File: src/rtl/sram_100_qsys_cpu_oci_dct_packer.sv
// sram_100_qsys_cpu_oci_dct_packer
//   Packs a stream of 2-bit trace symbols (up to four per beat) into 30-bit
//   capture words of SLOTS slots. Each word goes to the trace sink over a
//   valid/ready handshake. The block also sequences the end-of-test drain:
//   on test_ending it flushes any partial word, then raises test_has_ended.
//
//   Optional feature macro: SRAM_100_DCT_STATS_EN
//     defined   -> dct_words counts completed output transfers (saturating).
//     undefined -> dct_words is tied to zero and no counter is built.
module sram_100_qsys_cpu_oci_dct_packer #(
   parameter int SLOTS  = 15,
   parameter int STAT_W = 16
) (
   input  logic                 clk,
   input  logic                 reset,
   input  logic [7:0]           sym_data,
   input  logic [2:0]           sym_count,
   input  logic                 sym_valid,
   output logic                 sym_ready,
   input  logic                 test_ending,
   output logic [2*SLOTS-1:0]   dct_buffer,
   output logic [3:0]           dct_count,
   output logic                 dct_valid,
   input  logic                 dct_ready,
   output logic                 test_has_ended,
   output logic [STAT_W-1:0]    dct_words
);

   localparam int         AW   = 2 * SLOTS;  // accumulator width in bits
   localparam int         EW   = AW + 6;     // room for up to three overflow symbols
   localparam logic [4:0] FULL = 5'(SLOTS);

   typedef enum logic [1:0] {
      ST_RUN,
      ST_FLUSH,
      ST_ENDED
   } state_t;

   state_t          state_q, state_d;
   logic [AW-1:0]   acc_q, acc_d;
   logic [3:0]      acc_cnt_q, acc_cnt_d;
   logic [AW-1:0]   buf_d;
   logic [3:0]      cnt_d;
   logic            valid_d;

   logic [2:0]      n_eff;    // sym_count clamped to 0..4
   logic [4:0]      total;    // acc_cnt + n_eff, up to 18
   logic [7:0]      sym_masked;
   logic [EW-1:0]   merged;   // accumulator with the new beat written in order
   logic            ofree;
   logic            accept;

   // Next-state, packing and handshake decisions for the whole datapath.
   // NOTE: every variable gets a default first so no path leaves one unassigned, which would infer a latch.
   always_comb begin
      state_d    = state_q;
      acc_d      = acc_q;
      acc_cnt_d  = acc_cnt_q;
      buf_d      = dct_buffer;
      cnt_d      = dct_count;
      valid_d    = dct_valid & ~dct_ready;
      sym_ready  = 1'b0;
      accept     = 1'b0;
      sym_masked = '0;

      n_eff = (sym_count > 3'd4) ? 3'd4 : sym_count;
      ofree = ~dct_valid | dct_ready;
      total = {1'b0, acc_cnt_q} + {2'b00, n_eff};

      // Symbols beyond the valid count are dropped so unused slots stay zero.
      for (int i = 0; i < 4; i++) begin
         if (i < int'(n_eff)) sym_masked[2*i +: 2] = sym_data[2*i +: 2];
      end
      merged = {6'b0, acc_q} | ({{(EW-8){1'b0}}, sym_masked} << {acc_cnt_q, 1'b0});

      unique case (state_q)
         ST_RUN: begin
            // A completing beat needs the output register; a partial one does not.
            sym_ready = ofree | (total < FULL);
            accept    = sym_valid & sym_ready;
            if (accept && (n_eff != 3'd0)) begin
               if (total >= FULL) begin
                  buf_d     = merged[AW-1:0];
                  cnt_d     = 4'(SLOTS);
                  valid_d   = 1'b1;
                  acc_d     = {{(AW-6){1'b0}}, merged[EW-1:AW]};
                  acc_cnt_d = 4'(total - FULL);
               end else begin
                  acc_d     = merged[AW-1:0];
                  acc_cnt_d = total[3:0];
               end
            end
            if (test_ending) begin
               state_d = ((acc_cnt_d == 4'd0) && !valid_d) ? ST_ENDED : ST_FLUSH;
            end
         end

         ST_FLUSH: begin
            if (ofree && (acc_cnt_q != 4'd0)) begin
               buf_d     = acc_q;
               cnt_d     = acc_cnt_q;
               valid_d   = 1'b1;
               acc_d     = '0;
               acc_cnt_d = 4'd0;
            end
            if ((acc_cnt_d == 4'd0) && !valid_d) state_d = ST_ENDED;
         end

         ST_ENDED: begin
            acc_d     = '0;
            acc_cnt_d = 4'd0;
         end

         default: begin
            state_d = ST_RUN;
         end
      endcase
   end

   // State, accumulator and output word registers.
   // NOTE: sequential state uses non-blocking assignments so every register samples pre-edge values.
   always_ff @(posedge clk) begin
      if (reset) begin
         state_q    <= ST_RUN;
         acc_q      <= '0;
         acc_cnt_q  <= 4'd0;
         dct_buffer <= '0;
         dct_count  <= 4'd0;
         dct_valid  <= 1'b0;
      end else begin
         state_q    <= state_d;
         acc_q      <= acc_d;
         acc_cnt_q  <= acc_cnt_d;
         dct_buffer <= buf_d;
         dct_count  <= cnt_d;
         dct_valid  <= valid_d;
      end
   end

   assign test_has_ended = (state_q == ST_ENDED);

`ifdef SRAM_100_DCT_STATS_EN
   logic [STAT_W-1:0] words_q;

   // Saturating count of words accepted by the sink.
   always_ff @(posedge clk) begin
      if (reset) begin
         words_q <= '0;
      end else if (dct_valid && dct_ready && (words_q != {STAT_W{1'b1}})) begin
         words_q <= words_q + 1'b1;
      end
   end

   assign dct_words = words_q;
`else
   assign dct_words = '0;
`endif

endmodule
File: config.mk
export PLATFORM = sky130hd
export DESIGN_NAME = sram_100_qsys_cpu_oci_dct_packer
export DESIGN_NICKNAME = d
export VERILOG_FILES = /design/src/rtl/sram_100_qsys_cpu_oci_dct_packer.sv
export SDC_FILE = /design/constraint.sdc
export NUM_CORES = 1
export LEC_CHECK = 0
export ABC_AREA = 1
export BUFFER_PORTS_ARGS = -buffer_cell sky130_fd_sc_hd__clkbuf_2
export CAP_MARGIN = 20
export CORE_MARGIN = 2
export CORE_UTILIZATION = 54
export CTS_CLUSTER_DIAMETER = 40
export DETAILED_ROUTE_END_ITERATION = 8
export GPL_TIMING_DRIVEN = 0
export PLACE_DENSITY = 0.77
export SYNTH_ARGS = -nofsm -noshare
export SYNTH_HDL_FRONTEND = slang
export SYNTH_SLANG_ARGS = --single-unit
File: constraint.sdc
create_clock -name clk -period 6.1 [get_ports clk]
set_input_delay 0.61 -clock clk [delete_from_list [all_inputs] [get_ports clk]]
set_output_delay 0.61 -clock clk [all_outputs]
set_load 0.1 [all_outputs]
# Word-level counts from Yosys, hierarchy flattened
# Cells that the tools add are included.
# word_totals
wordCells	81
output_inout_bits	53
inputBits	16
register_bits	71
# classes
order_cmp	7
mux	34
n_reduce_logical	16
n_eq_ne	7
shifts	1
n_addsub	2
n_bitwise	8
# op_table
operator	count
$mux W30	6
$pmux W30 S3	1
$pmux W30 S2	1
$or A30 B36 Y36	1
$shl A8 B5 Y36	1
$mux W4	8
$mux W2	7
$pmux W4 S3	1
$ne A2 B2 Y1 const B	5
$logic_not A4 Y1	2
$pmux W4 S2	1
$lt A1 B3 Y1 const A	2
$lt A2 B3 Y1 const A	2
$mux W1	6
$pmux W2 S3	1
$reduce_and A3 Y1	2
$reduce_bool A3 Y1	2
$add A4 B3 Y5	1
$ge A5 B4 Y1 const B	1
$lt A5 B4 Y1 const B	1
$logic_and A1 B1 Y1	4
$reduce_and A4 Y1	1
$reduce_bool A4 Y1	1
$sub A4 B4 Y4 const B	1
11 further kinds	16

# Depth between registers and ports, before layout
# depth
ltp_word	14
mapped_depth	21

# Worst setup path before layout
# No wires, ideal clock.
# synth_timing
path_kind	in2out
startpoint	in sym_count[2]
endpoint	out sym_ready
t_arrival_ps	3377
path_slack_ps	2113
stages	9
n_path_buf	1
required_time_ps	5490
path_cell_list	buf_2 -> a21oi_1 -> ha_1 -> fa_1 -> nand2_1 -> nor2_4 -> nand3_4 -> nand2_4 -> a21oi_1
# synth_between
elab_chain_len	6
# synth_lines
element	line_no	source
start, declared	17	input logic [2:0] sym_count,
$gt A3 B3 Y1	66	n_eff = (sym_count > 3'd4) ? 3'd4 : sym_count;
$mux W3 *	66	
$add A4 B3 Y5 *	68	total = {1'b0, acc_cnt_q} + {2'b00, n_eff};
$lt A5 B4 Y1 *	79	sym_ready = ofree | (total < FULL);
$or A1 B1 Y1 *	79	
$mux W1 *	76	unique case (state_q)
end, declared	19	output logic sym_ready,
# Every way passes the cells marked *; elsewhere a longest branch is shown, timed or not.

# Worst setup path in the final report
# Same ends and word-level chain as after synthesis.

==> out/results.tsv <==
stage	metric	value	unit
clock_tree	postcts setup bufs	0	
critical_path	Crit Path Max Fanout	8	
grt	largest net degree at the start of global routing	14	
yosys	Yosys cell types	41	
clock_tree	clk_lat worst skew	0.35	ns
outcome	status	completed	
floorplanning	die height	91.75	um
clock_tree	CTS resizes	0	
yosys	Compound-Gate Fraction of Synth Area	20.25	%
final_layout	final instance count without filler cells	768	
critical_path	Worst path slowest cell	fa_1	
grt	initial antenna violation count	0	
yosys	Synth Instances	587	
yosys	Synth area leaders	dfxtp_1 (34%), nand2_1 (10%), nor2_1 (6.1%)	
sta	Fin. Hold Viols	0	
yosys	leading area contributor after synthesis	dfxtp_1	
critical_path	WP data required	5.49	ns
final_layout	antenna cells	0	
yosys	Synth warnings	0	
yosys	top-count cell post-synth	nand2_1	
placed_design	IO buf count	51	
yosys	synthesized area	4158	um2
floorplanning	Cell Rows	31	
clock_tree	CTS Hold Bufs	0	
sta	Slew @ Worst Pin	0.6635	ns
yosys	area share of and/or/nand/nor cells after synthesis	28.32	%
yosys	post-synthesis async set-or-reset flop share	0	%
grt	vias in the first global route	3798	
detailed_routing	Post-DRT Antenna Nets	0	
yosys	post-synthesis register bit count	71	
floorplanning	core area	7370	um2
sta	min cycle time layout	3.402	ns
placed_design	number of cells after detailed placement	752	
detailed_routing	DRT iter0 DRCs	316	
job	max-cap violation count	0	
sta	clk_skew	0.008007	ns
floorplanning	IO Pins	69	
final_layout	area of the multi-input gates	2248	um2
final_layout	Final Core Density	65.31	%
floorplanning	die area	8417	um2
sta	crit share post-route	55.77	%
final_layout	fraction of layout cells with a size suffix above 1	22.27	%
critical_path	kind of cell adding the most delay to the critical path	buffers and inverters	
sta	fmax	0.2940	GHz
pwr	pwr dens	614.2	nW/um2
yosys	sequential-to-total area share from yosys stat	34.19	%
grt	GR Overflow Total	0	
critical_path	WP data arrival	2.79	ns
hold_path	worst min-delay path class	reg2reg	
detailed_routing	First-pass DRT Iterations	6	
yosys	Mean Syn Cell Area	7.083	um2
grt	first-pass GRT wire length	18.65	mm
clock_tree	clk slew on worst S/H paths	0.08	ns
detailed_routing	Detailed Route WL	11.45	mm
detailed_routing	number of vias per cell	5.336	
final_layout	FF/Latch Area	1421	um2
sta	unrepaired setup endpoints after global routing	no	
yosys	post-synth top area share	34.19	%
sta	setup TNS	0	ns
detailed_routing	DR DRC count	0	
yosys	top cells by count, synth	nand2_1 (114), dfxtp_1 (71), nor2_1 (68)	
clock_tree	CTS Sinks	71	
clock_tree	CTS Buf Count	9	
yosys	Synth Flop Type	dfxtp_1	
clock_tree	CTS tree	done	
placed_design	GPL Wtd Cong	0.9385	
final_layout	area delta synth->final	15.77	%
clock_tree	CTS HTree Levels	3	
critical_path	CP max stage delay	0.49	ns
critical_path	Startpoint Class	primary input	
grt	GRT Util Overall	27.79	%
yosys	Post-synth EDFFs	0	
critical_path	WS Path Type	in2out	
floorplanning	initial core utilization	56.42	%
sta	Pins Over Slew Limit	0	
clock_tree	worst-case clock buffer depth	2	
placed_design	Post-DP HPWL	8.605	mm
sta	max_slew headroom	55.77	%
detailed_routing	vias	4098	
final_layout	# fillers	690	
yosys	largest family of logic cells by synthesized area	simple AND/OR/NAND/NOR gates	
yosys	fraction of synthesized area in multiplexers	0.9630	%
critical_path	Critical Path, Cell by Cell	clkbuf_2, buf_2, a21oi_1, ha_1, fa_1, nand2_1, nor2_4, nand3_4, nand2_4, a21oi_1, clkbuf_2	
floorplanning	die width	91.75	um
yosys	xor/xnor cell area share of the yosys netlist	0.2107	%
yosys	Post-Synth Adder-Cell Area	2.889	%
clock_tree	Clock Tree Root	clkbuf_8	
pwr	leak pwr	2.138	nW
detailed_routing	wire length per cell	14.90	um
critical_path	Critical Path End Type	primary output	
sta	final setup vio count	0	
critical_path	Buf/Inv on CP	3	
pwr	maximum vdd drop	0.0003082	V
final_layout	final layout net count	689	
==> power breakdown <==
group | switching (W) | total [W] | leakage [nW] | internal (W)
sequential | 0.0000707 | 0.000673 | 0.578 | 0.000603
combinational | 0.00148 | 0.00186 | 1.46 | 0.000378
clock | 0.000190 | 0.000423 | 0.104 | 0.000233
total | 0.00174 | 0.00296 | 2.14 | 0.00121
==> layout make-up <==
cell class / count / share of cell area (%)
multi-input combinational: 420 / 46.71
sequential: 71 / 29.53
buffer: 45 / 6.109
timing repair buffer: 51 / 5.303
inverter: 66 / 5.199
clock buffer: 10 / 2.651
tap: 99 / 2.573
clock inverter: 6 / 1.924
==> state kept, by name (all words and copies together), names as in the netlist <==
signal      cells
dct_count       4
dct_buffer     30
acc_cnt_q       4
dct_valid       1
acc_q          30
state_q         2
==> stage by stage <==
step / worst slack [ns] / cell area, um2 / hold slack, ns / power, W
4_1_cts: 2.711 / 4813 / 0.4573 / 0.002944
2_1_floorplan: 2.113 / 4214 / 0.4313 / 0.002190
3_3_place_gp: 2.730 / 4593 / 0.4388 / 0.002497
3_5_place_dp: 2.630 / 4593 / 0.4453 / 0.002524
5_1_grt: 2.585 / 4813 / 0.4774 / 0.003101
6_report: 2.698 / 4813 / 0.4560 / 0.002956
==> cells by family (layout without fill, tap and decap cells) <==
family,count (synthesis),count (layout)
buf+inv,111,178
flops,71,71
other cells,1,16
xor+xnor,1,1
fa+ha+maj,9,9
simple gates,255,255
mux,4,4
compound gates,135,135
==> per-layer routing <==
metal | up-vias | track usage, % | part of all wire (%)
met5 | - | 0 | 0
met4 | 0 | 6.841 | 1.4
met3 | 16 | 4.930 | 7.0
met2 | 170 | 45.71 | 46
met1 | 1874 | 37.94 | 45
li1 | 2038 | - | -
==> placed cells by master (no fill, tap or decap), types with 4 or more instances in the layout <==
| cell | synthesis | final |
|---|---|---|
| conb_1 | 1 | 16 |
| ha_1 | 8 | 8 |
| o21ai_0 | 20 | 20 |
| nor2_1 | 68 | 68 |
| nand3_4 | 4 | 4 |
| clkbuf_1 | 15 | 16 |
| o21ai_1 | 25 | 25 |
| o31ai_1 | 5 | 5 |
| a21oi_2 | 27 | 27 |
| a22oi_1 | 5 | 5 |
| clkbuf_8 | 0 | 9 |
| buf_6 | 7 | 7 |
| mux2i_1 | 4 | 4 |
| a21oi_1 | 37 | 37 |
| nor2_4 | 4 | 4 |
| dfxtp_1 | 71 | 71 |
| nand3_1 | 37 | 37 |
| a31oi_1 | 10 | 10 |
| buf_2 | 4 | 4 |
| nor3_1 | 11 | 11 |
| buf_4 | 18 | 18 |
| nand2_1 | 114 | 114 |
| inv_1 | 61 | 61 |
| nand2_4 | 5 | 5 |
| clkbuf_2 | 0 | 51 |
==> final timing paths <==
path / from / to / slack (ns) / depth (start not counted)
setup / recovery: sym_count[2] / sym_ready / 2.70 / 11
hold / removal: acc_q[19] / acc_q[19] / 0.46 / 2
setup reg to reg: acc_cnt_q[0] / dct_buffer[19] / 3.27 / 14
hold reg to reg: acc_q[19] / acc_q[19] / 0.46 / 2
==> worst reg2reg max path, cell delays in order, from the launching register on <==
cell     delay (ns)
dfxtp_1        0.32
ha_1           0.23
fa_1           0.57
ha_1           0.17
inv_1          0.08
nor2_4         0.13
nand3_4        0.14
nand3_4        0.19
nor2_1         0.07
a21oi_2        0.16
nand3_4        0.16
inv_4          0.17
buf_6          0.16
o21ai_1        0.09
a21oi_2        0.14
Note: power is estimated with default switching activity, not from simulation.
